## config.mk

```make
export PLATFORM = sky130hd
export DESIGN_NAME = kronos_wb_arb_flat
export DESIGN_NICKNAME = d
export VERILOG_FILES = /design/src/rtl/kronos_wb_arb_if.sv /design/src/rtl/kronos_wb_arb.sv /design/src/flat_wrapper.sv
export SDC_FILE = /design/constraint.sdc
export NUM_CORES = 1
export LEC_CHECK = 0
export CAP_MARGIN = 20
export CORE_MARGIN = 1.5
export CORE_UTILIZATION = 45
export DETAILED_ROUTE_END_ITERATION = 16
export PLACE_DENSITY = 0.74
export SLEW_MARGIN = 10
export SYNTH_ARGS = -nofsm -noshare
export SYNTH_HDL_FRONTEND = slang
export SYNTH_SLANG_ARGS = --single-unit
```

## constraint.sdc

```tcl
create_clock -name clk -period 6.7 [get_ports clk]
set_input_delay 0.67 -clock clk [delete_from_list [all_inputs] [get_ports clk]]
set_output_delay 0.67 -clock clk [all_outputs]
set_load 0.1 [all_outputs]
```

## src/rtl/kronos_wb_arb_if.sv

```systemverilog
// Write-back arbiter bus: producer handshakes in, register-file write out.
//   req_vld/req_rd/req_data : per-requester result offer (producer -> arbiter)
//   req_rdy                 : per-requester slot can accept (arbiter -> producer)
//   hold                    : suspend all grants (debug owns the write port)
//   regwr_en/sel/data       : registered register-file write (arbiter -> ID)
//   busy                    : any slot full or a write in flight
interface kronos_wb_arb_if #(
  parameter int unsigned NREQ = 3
);
  logic [NREQ-1:0]       req_vld;
  logic [NREQ-1:0]       req_rdy;
  logic [NREQ-1:0][4:0]  req_rd;
  logic [NREQ-1:0][31:0] req_data;
  logic                  hold;
  logic                  regwr_en;
  logic [4:0]            regwr_sel;
  logic [31:0]           regwr_data;
  logic                  busy;

  modport master (
    output req_vld, req_rd, req_data, hold,
    input  req_rdy, regwr_en, regwr_sel, regwr_data, busy
  );

  modport slave (
    input  req_vld, req_rd, req_data, hold,
    output req_rdy, regwr_en, regwr_sel, regwr_data, busy
  );
endinterface

```

## src/rtl/kronos_wb_arb.sv

```systemverilog
// Write-back arbiter for the single register-file write port.
// One result slot per requester; round-robin grant of one slot per cycle,
// with writes to the same rd retiring in requester-index order.
//   clk : rising-edge clock
//   rst : asynchronous active-high reset
//   bus : kronos_wb_arb_if.slave (requests in, registered write out)
module kronos_wb_arb #(
  parameter int unsigned NREQ = 3
) (
  input  logic           clk,
  input  logic           rst,
  kronos_wb_arb_if.slave bus
);

  localparam int unsigned PW = $clog2(NREQ);

  logic [NREQ-1:0]       full_q, full_d;
  logic [NREQ-1:0][4:0]  rd_q, rd_d;
  logic [NREQ-1:0][31:0] data_q, data_d;
  logic [PW-1:0]         ptr_q, ptr_d;
  logic                  regwr_en_q;
  logic [4:0]            regwr_sel_q;
  logic [31:0]           regwr_data_q;

  logic [NREQ-1:0]       elig;
  logic [NREQ-1:0]       gnt;
  logic [NREQ-1:0]       rdy;
  logic                  gnt_vld;
  logic [PW-1:0]         win;

  // A slot is blocked while any lower-index (older) slot targets the same rd.
  always_comb begin
    elig = '0;
    for (int unsigned j = 0; j < NREQ; j++) begin
      elig[j] = full_q[j] & ~bus.hold;
      for (int unsigned i = 0; i < j; i++) begin
        if (full_q[i] && (rd_q[i] == rd_q[j])) elig[j] = 1'b0;
      end
    end
  end

  // First eligible slot at or after ptr, wrapping modulo NREQ.
  always_comb begin : p_pick
    int unsigned idx;
    idx     = 0;
    gnt_vld = 1'b0;
    win     = '0;
    for (int unsigned k = 0; k < NREQ; k++) begin
      idx = 32'(ptr_q) + k;
      if (idx >= NREQ) idx = idx - NREQ;
      if (!gnt_vld && elig[idx[PW-1:0]]) begin
        gnt_vld = 1'b1;
        win     = idx[PW-1:0];
      end
    end
  end

  always_comb begin
    gnt = '0;
    for (int unsigned i = 0; i < NREQ; i++) begin
      gnt[i] = gnt_vld && (win == PW'(i));
    end
  end

  // Ready depends only on registered state and hold, never on req_vld.
  assign rdy         = ~full_q | gnt;
  assign bus.req_rdy = rdy;

  // Slot update: grant drains, an accepted transfer refills; rd==0 is dropped.
  always_comb begin
    full_d = full_q;
    rd_d   = rd_q;
    data_d = data_q;
    for (int unsigned i = 0; i < NREQ; i++) begin
      if (gnt[i]) full_d[i] = 1'b0;
      if (bus.req_vld[i] && rdy[i]) begin
        if (bus.req_rd[i] != 5'd0) begin
          full_d[i] = 1'b1;
          rd_d[i]   = bus.req_rd[i];
          data_d[i] = bus.req_data[i];
        end else begin
          full_d[i] = 1'b0;
        end
      end
    end
  end

  always_comb begin
    ptr_d = ptr_q;
    if (gnt_vld) begin
      if (win == PW'(NREQ - 1)) ptr_d = '0;
      else                      ptr_d = win + 1'b1;
    end
  end

  always_ff @(posedge clk or posedge rst) begin
    if (rst) begin
      full_q       <= '0;
      rd_q         <= '0;
      data_q       <= '0;
      ptr_q        <= '0;
      regwr_en_q   <= 1'b0;
      regwr_sel_q  <= '0;
      regwr_data_q <= '0;
    end else begin
      full_q     <= full_d;
      rd_q       <= rd_d;
      data_q     <= data_d;
      ptr_q      <= ptr_d;
      regwr_en_q <= gnt_vld;
      if (gnt_vld) begin
        regwr_sel_q  <= rd_q[win];
        regwr_data_q <= data_q[win];
      end
    end
  end

  assign bus.regwr_en   = regwr_en_q;
  assign bus.regwr_sel  = regwr_sel_q;
  assign bus.regwr_data = regwr_data_q;
  assign bus.busy       = (|full_q) | regwr_en_q;

endmodule

```

## src/flat_wrapper.sv

```systemverilog
// flat-port wrapper written by rule: the top's interface ports become plain ports
module kronos_wb_arb_flat 
#(
  parameter int unsigned NREQ = 3
)
  (clk, rst, bus_req_vld, bus_req_rd, bus_req_data, bus_hold, bus_req_rdy, bus_regwr_en, bus_regwr_sel, bus_regwr_data, bus_busy);
  kronos_wb_arb_if #(.NREQ(NREQ)) bus_i ();
  input  logic clk;
  input  logic rst;
  input wire logic [$bits(bus_i.req_vld)-1:0] bus_req_vld;
  input wire logic [$bits(bus_i.req_rd)-1:0] bus_req_rd;
  input wire logic [$bits(bus_i.req_data)-1:0] bus_req_data;
  input wire logic [$bits(bus_i.hold)-1:0] bus_hold;
  output wire logic [$bits(bus_i.req_rdy)-1:0] bus_req_rdy;
  output wire logic [$bits(bus_i.regwr_en)-1:0] bus_regwr_en;
  output wire logic [$bits(bus_i.regwr_sel)-1:0] bus_regwr_sel;
  output wire logic [$bits(bus_i.regwr_data)-1:0] bus_regwr_data;
  output wire logic [$bits(bus_i.busy)-1:0] bus_busy;
  assign bus_i.req_vld = bus_req_vld;
  assign bus_i.req_rd = bus_req_rd;
  assign bus_i.req_data = bus_req_data;
  assign bus_i.hold = bus_hold;
  assign bus_req_rdy = bus_i.req_rdy;
  assign bus_regwr_en = bus_i.regwr_en;
  assign bus_regwr_sel = bus_i.regwr_sel;
  assign bus_regwr_data = bus_i.regwr_data;
  assign bus_busy = bus_i.busy;
  kronos_wb_arb #(.NREQ(NREQ)) u_core (.clk(clk), .rst(rst), .bus(bus_i));
endmodule
```

; After elaboration in Yosys (flattened, before gate mapping)
; Cells that the tools add are included.
[word_totals]
register_bits = 154
input_bits = 117
output_inout_bits = 42
elab_cells = 94
[op_classes]
n_addsub = 6
magnitude_cmp = 7
n_eq_ne = 5
muxes = 32
n_bitwise = 7
reduce_logical = 24
[op_table]
columns = op, count
row1 = $bmux 32 s2, 1
row2 = $mux 32, 1
row3 = $mux 1, 18
row4 = $eq 5x5->1, 3
row5 = $reduce_bool 5->1, 3
row6 = $mux 2, 7
row7 = $lt 2x3->1 const B, 4
row8 = $logic_and 1x1->1, 11
row9 = $bmux 5 s2, 1
row10 = $bmux 1 s2, 3
row11 = $ge 3x2->1 const B, 2
row12 = $reduce_and 2->1, 3
row13 = $reduce_bool 2->1, 3
row14 = $sub 2x2->2 const B, 3
row15 = $mux 5, 1
row16 = $add 2x1->3 const B, 1
row17 = $add 2x2->3 const B, 1
row18 = $and 1x1->1, 3
row19 = $not 3->3, 1
row20 = $or 3x3->3, 1
row21 = $reduce_or 3->1, 1
row22 = $add 2x1->2 const B, 1
row23 = $eq 2x1->1 const B, 1
row24 = $eq 2x2->1 const B, 1
row25 = 5 further kinds, 6

; Depth between registers and ports, before layout
[logic_depth]
depth_word = 18
ltp_mapped = 12
depth_no_buf = 9

; Least setup slack after synthesis
; OpenSTA, ideal clock, no wires.
[synth_timing]
path_type = input to output
startpoint = input bus_hold
endpoint = output bus_req_rdy[0]
t_arrival_ns = 4.154
required_ns = 6.030
path_slack_ns = 1.876
stages = 8
path_buffers = 2
path_cell_list = nand2b_1 -> maj3_1 -> o21a_1 -> o311a_4 -> a21o_1 -> buf_6 -> clkbuf_1 -> o21ai_0
[synth_via]
elab_chain_len = 16
word_cells_on_any_way = 26
classes_between = 15 x mux / 5 x bitwise / 6 x reduce/logical
[synth_rtl]
columns = item, line
row1 = start: declaration, flat_wrapper.sv:13  ; input wire logic [$bits(bus_i.hold)-1:0] bus_hold;
row2 = $not 1->1 *, kronos_wb_arb.sv:35  ; elig[j] = full_q[j] & ~bus.hold;
row3 = $and 1x1->1, kronos_wb_arb.sv:35
row4 = $mux 1 (2 in a row), kronos_wb_arb.sv:37  ; if (full_q[i] && (rd_q[i] == rd_q[j])) elig[j] = 1'b0;
row5 = $bmux 1 s2, kronos_wb_arb.sv:51  ; if (!gnt_vld && elig[idx[PW-1:0]]) begin
row6 = $mux 1 (implied by the code), kronos_wb_arb.sv:51
row7 = $mux 1, kronos_wb_arb.sv:51
row8 = $logic_not 1->1, kronos_wb_arb.sv:51
row9 = $logic_and 1x1->1, kronos_wb_arb.sv:51
row10 = $mux 1, kronos_wb_arb.sv:51
row11 = $logic_not 1->1, kronos_wb_arb.sv:51
row12 = $logic_and 1x1->1, kronos_wb_arb.sv:51
row13 = $mux 2, kronos_wb_arb.sv:51
row14 = $logic_not 2->1, kronos_wb_arb.sv:61  ; gnt[i] = gnt_vld && (win == PW'(i));
row15 = $logic_and 1x1->1 *, kronos_wb_arb.sv:61
row16 = $or 3x3->3 *, kronos_wb_arb.sv:66  ; assign rdy = ~full_q | gnt;
row17 = end: declaration, flat_wrapper.sv:14  ; output wire logic [$bits(bus_i.req_rdy)-1:0] bus_req_rdy;
; Mark *: on every way between the ends. The rest lies on a longest branch, timed or not. The select of a mux whose other input is x is not followed.

; Worst setup path after layout
; Same ends and word-level chain as after synthesis.

==> metrics.yaml <==
status: "complete, no violations"
post_layout_nonfiller_instances: 1072
hold_path.class: "reg2reg"
crit_type: "in2out"
multi_input_area_mm2: 0.00360
worst_pin_slew_ns: 1.01
final.setup.tns_ns: 0
postLayoutCoreUtil_pct: 60.1
postCtsSetupBuffers: 0
drcViolationCount: 0
required_ns: 6.03
die_h_um: 134
regToRegSetupSlack_ns: 3.16
max-slew-margin-rel_pct: 32.8
synth-xor-area-share_pct: 1.70
finalNetCount: 959
finalSetupViolCount: 0
end_kind: "primary output"
slew_viol_final: 0
syn-cell-area_mm2: 0.00772
hold_viol_final: 0
grt_pass1_wl_mm: 32.9
gp_congestion: 0.801
cts.sinks: 154
cts_hold_buf: 0
wire_per_inst_um: 18.8
synth-adder-area-share_pct: 0.454
clk_latency_ns: 0.43
start_util_pct: 46.2
fin_ws_ns: 1.69
fp.dieW_um: 134
fin_skew_ns: 0.0118
coreArea_mm2: 0.0167
post_drt_via_cell_ratio: 5.82
yosysSeqAreaShare_pct: 49.9
ys_ff_latch: 154
critPathArrivalTime_ns: 4.34
crit_path_start_kind: "input pin"
rsz0062_at_grt: "false"
antenna_left: 0
area_growth_pct: 30.1
dp_slack_ns: 1.72
synthTopCellsByCount: "154 x dfrtp_1, 98 x nand2_1, 60 x o211ai_1, 54 x mux2_2, 41 x clkbuf_1"
drive_gt1_share_pct: 14.8
synth_top_area_share_pct: 49.9
root_buffer: "clkbuf_16"
seqCellArea_mm2: 0.00385
grt_start_max_net_pins: 106
h-tree-depth: 4
syn-instance-count: 714
clkSlewWorstSetupHoldPaths_ns: 0.06
crit_fanout: 42
drtIter0Drc: 504
syn_avg_cell_area_um2: 10.8
period_share_pct: 74.8
async_reset_ff_share_pct: 100
drt_pass1_iterations: 5
ctsResizeCount: 0
core.rowCount: 47
synth_simple_gate_area_share_pct: 14.6
cts_tree: "built"
layout_min_cycle_time_ns: 5.01
yosysMostFrequentCell: "dfrtp_1"
synth_cell_types: 42
n_antenna_cell: 0
wl_mm: 20.1
cts_made_buffers: 17
dp.cells: 1041
max_cap_violations: 0
yosys_warnings: 0
grt_use_total_pct: 23.4
n_fill_cell: 1394
synth_top_family_by_area: "compound AO/OA/AOI/OAI gates"
synth.area.top_cells: "dfrtp_1 50%, mux2_2 7.9%, o211ai_1 5.8%"
synth_mux_area_share_pct: 11.4
pin_count: 159
timing.fmax_mhz: 200
synthesis.nets: 833
synthFlopType: "dfrtp_1"
yosysTopAreaCell: "dfrtp_1"
synth-edff-count: 0
grt-ovfl-total: 0
dp.final_hpwl_mm: 13.1
vias: 6244
antenna_found_initial: 0
port_buffers: 158
dieArea_mm2: 0.0180
grt_pass1_vias: 6234
synth-compound-area-share_pct: 17.9
cts_buffer_depth: 2
==> critical path, cell delays in order <==
cell and delay (ns):
clkdlybuf4s50_1 0.48, nand2b_1 0.25, maj3_1 0.37, o21a_1 0.18
o311a_4 0.32, a21o_1 0.24, buf_4 0.25, o21ai_0 0.37
clkdlybuf4s50_1 1.20
==> per-layer routing <==
layer	global-route usage [%]	wire length (um)
met1	33.6	9330
met5	0	0
met4	6.28	284
met2	35.8	9360
met3	5.44	1160
==> layout make-up <==
class,instances,share of cell area (%)
clock buffers,19,4.41
clock inverters,12,1.67
inverters,10,0.424
multi-input cells,488,35.8
flip-flops and latches,154,38.4
well taps,220,2.74
repair buffers,169,16.5
==> layout by cell type, fill, tap and decap left out, types with 3 or more instances in the layout <==
cell | synthesis | routed
clkdlybuf4s50_1 | 0 | 157
dfrtp_1 | 154 | 153
nand2_1 | 98 | 98
o211ai_1 | 60 | 60
mux2_2 | 54 | 54
nand3_1 | 35 | 35
and2_1 | 33 | 33
nor3b_1 | 32 | 32
a221oi_1 | 32 | 32
a22oi_1 | 29 | 29
mux2_4 | 18 | 18
clkbuf_16 | 0 | 17
o21ai_0 | 17 | 16
a32o_1 | 15 | 15
xor2_1 | 12 | 12
buf_4 | 0 | 12
a21oi_1 | 10 | 10
inv_1 | 10 | 9
nand2b_1 | 5 | 5
or4_1 | 4 | 4
clkinv_4 | 0 | 4
nor4_1 | 3 | 3
xnor2_1 | 3 | 3
nor2_1 | 4 | 3
clkinvlp_4 | 0 | 3
bufinv_16 | 0 | 3
==> through the flow <==
step | hold WS (ns) | area (um2)
6_report | 0.481 | 10000
2_1_floorplan | 0.469 | 7720
3_5_place_dp | 0.470 | 9430
3_3_place_gp | 0.461 | 9430
5_1_grt | 0.517 | 10000
4_1_cts | 0.484 | 10000
==> flip-flops by register name (all words and copies together), names as in the netlist <==
register	count
u_core.data_q	96
u_core.bus.regwr_sel	5
u_core.ptr_q	2
u_core.rd_q	15
u_core.bus.regwr_en	1
u_core.full_q	3
u_core.bus.regwr_data	32
==> final timing paths <==
kind	start	end	cells after the start
worst max-delay path	bus_hold	bus_req_rdy[0]	9
worst min-delay path	u_core.bus.regwr_data[6]$_DFFE_PP0P_	u_core.bus.regwr_data[6]$_DFFE_PP0P_	2
worst max register to register	u_core.rd_q[9]$_DFFE_PP0P_	u_core.data_q[55]$_DFFE_PP0P_	8
worst min register to register	u_core.bus.regwr_data[6]$_DFFE_PP0P_	u_core.bus.regwr_data[6]$_DFFE_PP0P_	2
max in group asynchronous	rst	u_core.data_q[23]$_DFFE_PP0P_	3
min in group asynchronous	rst	u_core.data_q[44]$_DFFE_PP0P_	2
==> cells by family (layout without fill, tap and decap cells) <==
kind of cell    Yosys count  in the layout
flops                   154            154
fa+ha+maj                 3              3
buf+inv                  72            210
compound gates          178            178
xor+xnor                 15             15
mux                      72             72
simple gates            220            220
Power is left out: the tool's default activity adds up to more than one toggle a clock period on the data nets, which glitch-free logic cannot reach.
